$ cat src/rtl/reg_bank_rwsc.sv
// Register bank on the Sir bus with per-register RW, RWSC, W1C and RO modes.
// Define REG_BANK_IRQ_EN to add an interrupt mask register at BASEADDR+NREGS.
module reg_bank_rwsc #(
  parameter int ADDRWIDTH = 8,
  parameter int DATAWIDTH = 32,
  parameter int NREGS = 8,
  parameter logic [ADDRWIDTH-1:0] BASEADDR = 8'h00,
  parameter logic [NREGS*DATAWIDTH-1:0] INITVALUE = '0,
  parameter logic [2*NREGS-1:0] MODE = '0
) (
  input  logic clk,
  input  logic rst,
  input  logic SirSel,
  input  logic SirRead,
  input  logic [ADDRWIDTH-1:0] SirAddr,
  input  logic [DATAWIDTH-1:0] SirWdat,
  output logic SirDack,
  output logic [DATAWIDTH-1:0] SirRdat,
  input  logic [NREGS-1:0] Clr,
  input  logic [NREGS*DATAWIDTH-1:0] HwIn,
  output logic [NREGS*DATAWIDTH-1:0] Q,
  output logic [NREGS-1:0] WrStb,
  output logic Irq
);

  localparam int AW1 = ADDRWIDTH + 1;
  localparam logic [AW1-1:0] LO = {1'b0, BASEADDR};
  localparam logic [AW1-1:0] HI = LO + AW1'(NREGS);

  localparam logic [1:0] M_RW   = 2'd0;
  localparam logic [1:0] M_RWSC = 2'd1;
  localparam logic [1:0] M_W1C  = 2'd2;

  logic s1;
  logic s2;
  logic [AW1-1:0] addr;
  logic [AW1-1:0] off;
  logic in_rng;
  logic hit;
  logic first;
  logic wr_ev;
  logic any_hit;
  logic [NREGS-1:0] wr_sel;
  logic [DATAWIDTH-1:0] rd_mux;
  logic [DATAWIDTH-1:0] rd_val;
  logic [NREGS*DATAWIDTH-1:0] q;
  logic [NREGS-1:0] stb;
  logic dack;
  logic [DATAWIDTH-1:0] rdat;
  logic irq;

  assign addr   = {1'b0, SirAddr};
  assign off    = addr - LO;
  assign in_rng = (addr >= LO) && (addr < HI);
  assign hit    = SirSel & in_rng;
  assign first  = s1 & ~s2 & ~SirRead;
  assign wr_ev  = first & hit;

  // Per-register write select and read-data mux from the address offset
  always_comb begin
    wr_sel = '0;
    rd_mux = '0;
    for (int i = 0; i < NREGS; i++) begin
      if (off == AW1'(i)) begin
        wr_sel[i] = wr_ev;
        rd_mux = q[i*DATAWIDTH +: DATAWIDTH];
      end
    end
  end

`ifdef REG_BANK_IRQ_EN
  logic mhit;
  logic mwr;
  logic [DATAWIDTH-1:0] mask;
  logic irq_nx;

  assign mhit    = SirSel & (addr == HI);
  assign mwr     = first & mhit;
  assign any_hit = hit | mhit;
  assign rd_val  = mhit ? mask : rd_mux;

  // Interrupt source: masked bits of every W1C register
  always_comb begin
    irq_nx = 1'b0;
    for (int i = 0; i < NREGS; i++) begin
      if (MODE[2*i +: 2] == M_W1C)
        irq_nx = irq_nx | (|(q[i*DATAWIDTH +: DATAWIDTH] & mask));
    end
  end

  // Mask register and registered interrupt output
  always_ff @(posedge clk) begin
    if (rst) begin
      mask <= '0;
      irq  <= 1'b0;
    end else begin
      if (mwr)
        mask <= SirWdat;
      irq <= irq_nx;
    end
  end
`else
  assign any_hit = hit;
  assign rd_val  = rd_mux;
  assign irq     = 1'b0;
`endif

  // Select edge detect, acknowledge and registered read data
  always_ff @(posedge clk) begin
    if (rst) begin
      s1   <= 1'b0;
      s2   <= 1'b0;
      dack <= 1'b0;
      rdat <= '0;
    end else begin
      s1   <= SirSel;
      s2   <= s1;
      dack <= any_hit;
      rdat <= (any_hit & SirRead) ? rd_val : '0;
    end
  end

  // Register contents by mode, plus write strobe aligned with the update
  always_ff @(posedge clk) begin
    if (rst) begin
      q   <= INITVALUE;
      stb <= '0;
    end else begin
      for (int i = 0; i < NREGS; i++) begin
        unique case (MODE[2*i +: 2])
          M_RW: begin
            stb[i] <= wr_sel[i];
            if (wr_sel[i])
              q[i*DATAWIDTH +: DATAWIDTH] <= SirWdat;
          end
          M_RWSC: begin
            stb[i] <= wr_sel[i];
            if (Clr[i])
              q[i*DATAWIDTH +: DATAWIDTH] <=
                INITVALUE[i*DATAWIDTH +: DATAWIDTH];
            else if (wr_sel[i])
              q[i*DATAWIDTH +: DATAWIDTH] <= SirWdat;
          end
          M_W1C: begin
            stb[i] <= wr_sel[i];
            q[i*DATAWIDTH +: DATAWIDTH] <=
              (q[i*DATAWIDTH +: DATAWIDTH] &
               ~(wr_sel[i] ? SirWdat : '0)) |
              HwIn[i*DATAWIDTH +: DATAWIDTH];
          end
          default: begin
            stb[i] <= 1'b0;
            q[i*DATAWIDTH +: DATAWIDTH] <=
              HwIn[i*DATAWIDTH +: DATAWIDTH];
          end
        endcase
      end
    end
  end

  assign Q       = q;
  assign WrStb   = stb;
  assign SirDack = dack;
  assign SirRdat = rdat;
  assign Irq     = irq;

endmodule

$ cat config.mk
export PLATFORM = sky130hd
export DESIGN_NAME = reg_bank_rwsc
export DESIGN_NICKNAME = d
export VERILOG_FILES = /design/src/rtl/reg_bank_rwsc.sv
export SDC_FILE = /design/constraint.sdc
export NUM_CORES = 1
export LEC_CHECK = 0
export ABC_AREA = 1
export BUFFER_PORTS_ARGS = -buffer_cell sky130_fd_sc_hd__clkbuf_2
export CAP_MARGIN = 20
export CORE_AREA = 2 2 237 239
export CTS_BUF_LIST = sky130_fd_sc_hd__clkbuf_16
export CTS_CLUSTER_DIAMETER = 120
export CTS_CLUSTER_SIZE = 10
export DETAILED_ROUTE_END_ITERATION = 10
export DIE_AREA = 0 0 239 241
export SETUP_SLACK_MARGIN = 0.15
export SKIP_LAST_GASP = 1
export SYNTH_ARGS = -nofsm -noshare
export SYNTH_HDL_FRONTEND = slang
export SYNTH_SLANG_ARGS = --single-unit
$ cat constraint.sdc
create_clock -name clk -period 3.1 [get_ports clk]
set_clock_uncertainty 0.1 [all_clocks]
set_input_delay 0.155 -clock clk [delete_from_list [all_inputs] [get_ports clk]]
set_output_delay 0.155 -clock clk [all_outputs]
set_load 0.01 [all_outputs]
==> impl_metrics.py <==
metrics = {
    "synthesis": {
        "async_flop_share_pct": 0,
        "ys_seq_area_share_pct": 51.3,
        "synth_fp_nets": 1811,
        "syn-cell-area_um2": 11700,
        "synth_adder_area_share_pct": 0,
        "synth_enable_flop_cells": 0,
        "syn_inst": 1503,
        "synth_top_area_cell": "dfxtp_1",
        "synth_compound_area_share_pct": 22.9,
        "synth_top_family_by_area": "compound AO/OA/AOI/OAI gates",
        "synth_area_leaders": "dfxtp_1 (51%), a21oi_1 (10%), o21ai_0 (9.3%), nor2_1 (6.4%), nand2_1 (6.0%)",
        "yosysWarnings": 0,
        "syn_avg_cell_area_um2": 7.77,
        "yosysMostFrequentCell": "dfxtp_1",
        "synthTopCellsByCount": "dfxtp_1 (299), a21oi_1 (241), o21ai_0 (217)",
        "synth_xor_area_share_pct": 0,
        "synth.area.mux_share_pct": 0,
        "yosys.area_share.simple_pct": 18.0,
        "ys_ff_latch": 299,
        "synthFlopType": "dfxtp_1",
        "ys_types": 30,
        "synth_top_cell_area_share_pct": 51.3,
    },
    "outcome": {
        "status": "completed",
    },
    "pwr": {
        "p_leak_uw": 0.00713,
        "vdd_drop_max_mv": 0.335,
        "power.density_nw_per_um2": 504,
    },
    "placed_design": {
        "place_area_um2": 14100,
        "port_buffers": 340,
        "gp_congestion": 0.910,
        "dp.final_hpwl_um": 39800,
        "dp.cells": 2482,
    },
    "floorplan": {
        "rows": 86,
        "ioPinCount": 606,
        "coreArea_um2": 54900,
        "die_x_um": 239,
        "die_h_um": 241,
        "start_util_pct": 21.3,
        "die-area_um2": 57600,
    },
    "setup_path": {
        "worstSetupStartpoint": "SirAddr[3]",
        "path_buf_inv": 7,
        "start_kind": "input pin",
        "crit_arrival_ns": 2.93,
        "cp_max_fo": 32,
        "cp_top_family": "buffers and inverters",
        "path_cells": "dlygate4sd3_1 -> clkbuf_2 -> nor2_2 -> inv_2 -> nor2_8 -> buf_4 -> inv_2 -> nor2_4 -> inv_2 -> nor2_8 -> buf_12 -> o21ai_0 -> a21oi_1",
        "crit_type": "in2reg",
        "slowest_stage": "dlygate4sd3_1",
        "cp.required_ns": 3.46,
        "end_kind": "flop",
        "slowest_delay_ns": 0.58,
        "cpMostUsedCell": "inv_2",
        "reg2reg_from": "s1",
    },
    "timing": {
        "finalSetupViolCount": 0,
        "finalHoldViolations": 0,
        "slew_violations": 0,
        "fmax_mhz": 389,
        "tns_ns": 0,
        "maxSlewHeadroom_pct": 48.6,
        "period_share_pct": 82.8,
        "rsz0062_at_grt": "no",
        "worst_pin_slew_ns": 0.771,
        "period_needed_ns": 2.57,
    },
    "clock_tree": {
        "cts.sinks": 299,
        "path_clk_slew_ns": 0.07,
        "ctsHtreeMaxLevel": 2,
        "cts_tree": "done",
        "cts_root_buf": "clkbuf_16",
        "clockBufferDepth": 3,
        "clkLatencyLatePin_ns": 0.55,
        "cts_buffers": 35,
    },
    "grt": {
        "grt_overflow": 0,
        "grt_pass1_wl_um": 76800,
        "first_global_vias": 11530,
        "grt_use_total_pct": 17.9,
        "grt_antenna_before_repair": 5,
        "grt_max_degree": 79,
    },
    "layout": {
        "n_fill_cell": 5971,
        "synthToLayoutAreaGrowth_pct": 31.8,
        "fin_cells": 2554,
        "drive_gt1_share_pct": 25.2,
        "fin_area_um2": 15400,
        "nets": 2155,
    },
    "routing": {
        "wl_per_cell_um": 20.8,
        "viasPerCell": 4.73,
        "drcViolationCount": 0,
        "wirelength_um": 53200,
        "antenna_left": 0,
        "num_vias": 12083,
        "firstDrtPassIters": 5,
        "drt_iter0_markers": 899,
    },
    "min_path": {
        "hold_path.class": "in2reg",
        "hp-start": "SirWdat[17]",
    },
    "run": {
        "drv_cap": 0,
    },
}
-- path summary, 6_finish.rpt --
kind | end | slack [ns] | cells after the start
max | Q[66] | 0.53 | 13
min | Q[113] | 0.04 | 3
max reg2reg | Q[22] | 0.89 | 9
min reg2reg | s2 | 0.33 | 2
-- worst reg2reg max path, cell delays in order, from the launching register on --
cell and delay [ns]:
dfxtp_1 0.30, inv_1 0.06, nor3_1 0.07, nand2_4 0.33, inv_2 0.05, nand2_1 0.10
clkinv_2 0.54, buf_4 0.42, nor2_1 0.09, nor2_1 0.05
-- state kept, by name, summed over array words and instances (netlist names) --
| register | cells |
|---|---|
| SirDack | 1 |
| SirRdat | 32 |
| Q | 256 |
| s1 | 1 |
| s2 | 1 |
| WrStb | 8 |
-- repair_timing --
item,CTS,global route
setup buffers,0,0
hold buffers,32,0
gates resized for setup,0,0
endpoints found under the hold margin,201,0
-- power breakdown --
part / switching [uW] / internal [uW] / total, uW
clock network: 1590 / 2050 / 3650
registers: 0.469 / 3850 / 3850
logic: 185 / 78.0 / 263
-- stage by stage --
stage               total power, uW  utilization [%]  setup slack [ns]  hold WS, ns
floorplan                      4030                -              1.47        0.148
global placement               4160             25.8             0.559        0.319
detailed placement             4160             25.8             0.514        0.323
CTS                            7850             28.0             0.575      0.00185
global route                   7980             28.0             0.322       0.0400
finish                         7760             28.0             0.532       0.0393
-- cells by family (layout without fill, tap and decap cells) --
kind of cell	after synthesis	after routing
compound gates	520	520
buf+inv	209	555
flops	299	299
other cells	1	2
simple gates	474	474
-- area by class of cell --
cell class	instances	area (um^2)	share of cell area [%]
flip-flops and latches	299	5990	38.9
multi-input cells	995	4780	31.1
repair buffers	413	2420	15.7
clock buffers	36	901	5.85
well taps	704	881	5.72
inverters	103	393	2.55
clock inverters	3	28.8	0.187
diodes	1	2.50	0.0163
-- cell usage in the layout (no fill, tap or decap), types with 7 or more instances in the layout --
cell type	synthesis	routed
nor2_1	200	199
o21ai_1	47	47
buf_12	0	7
inv_1	86	86
nand4_1	39	39
clkbuf_16	0	36
inv_2	16	16
dfxtp_1	299	299
nand3_1	22	22
clkbuf_2	0	340
nand2_1	187	187
buf_4	4	34
a21oi_1	241	241
dlygate4sd3_1	0	32
o21ai_0	217	217
-- metal layers --
metal	share of wire (%)	global-route usage, %	wire length, um
met1	41	21.8	21800
met2	46	30.0	24700
met3	9.8	5.89	5220
met4	2.6	5.25	1360
met5	0.086	0	46
No activity file was read; power rests on OpenSTA's default activity.
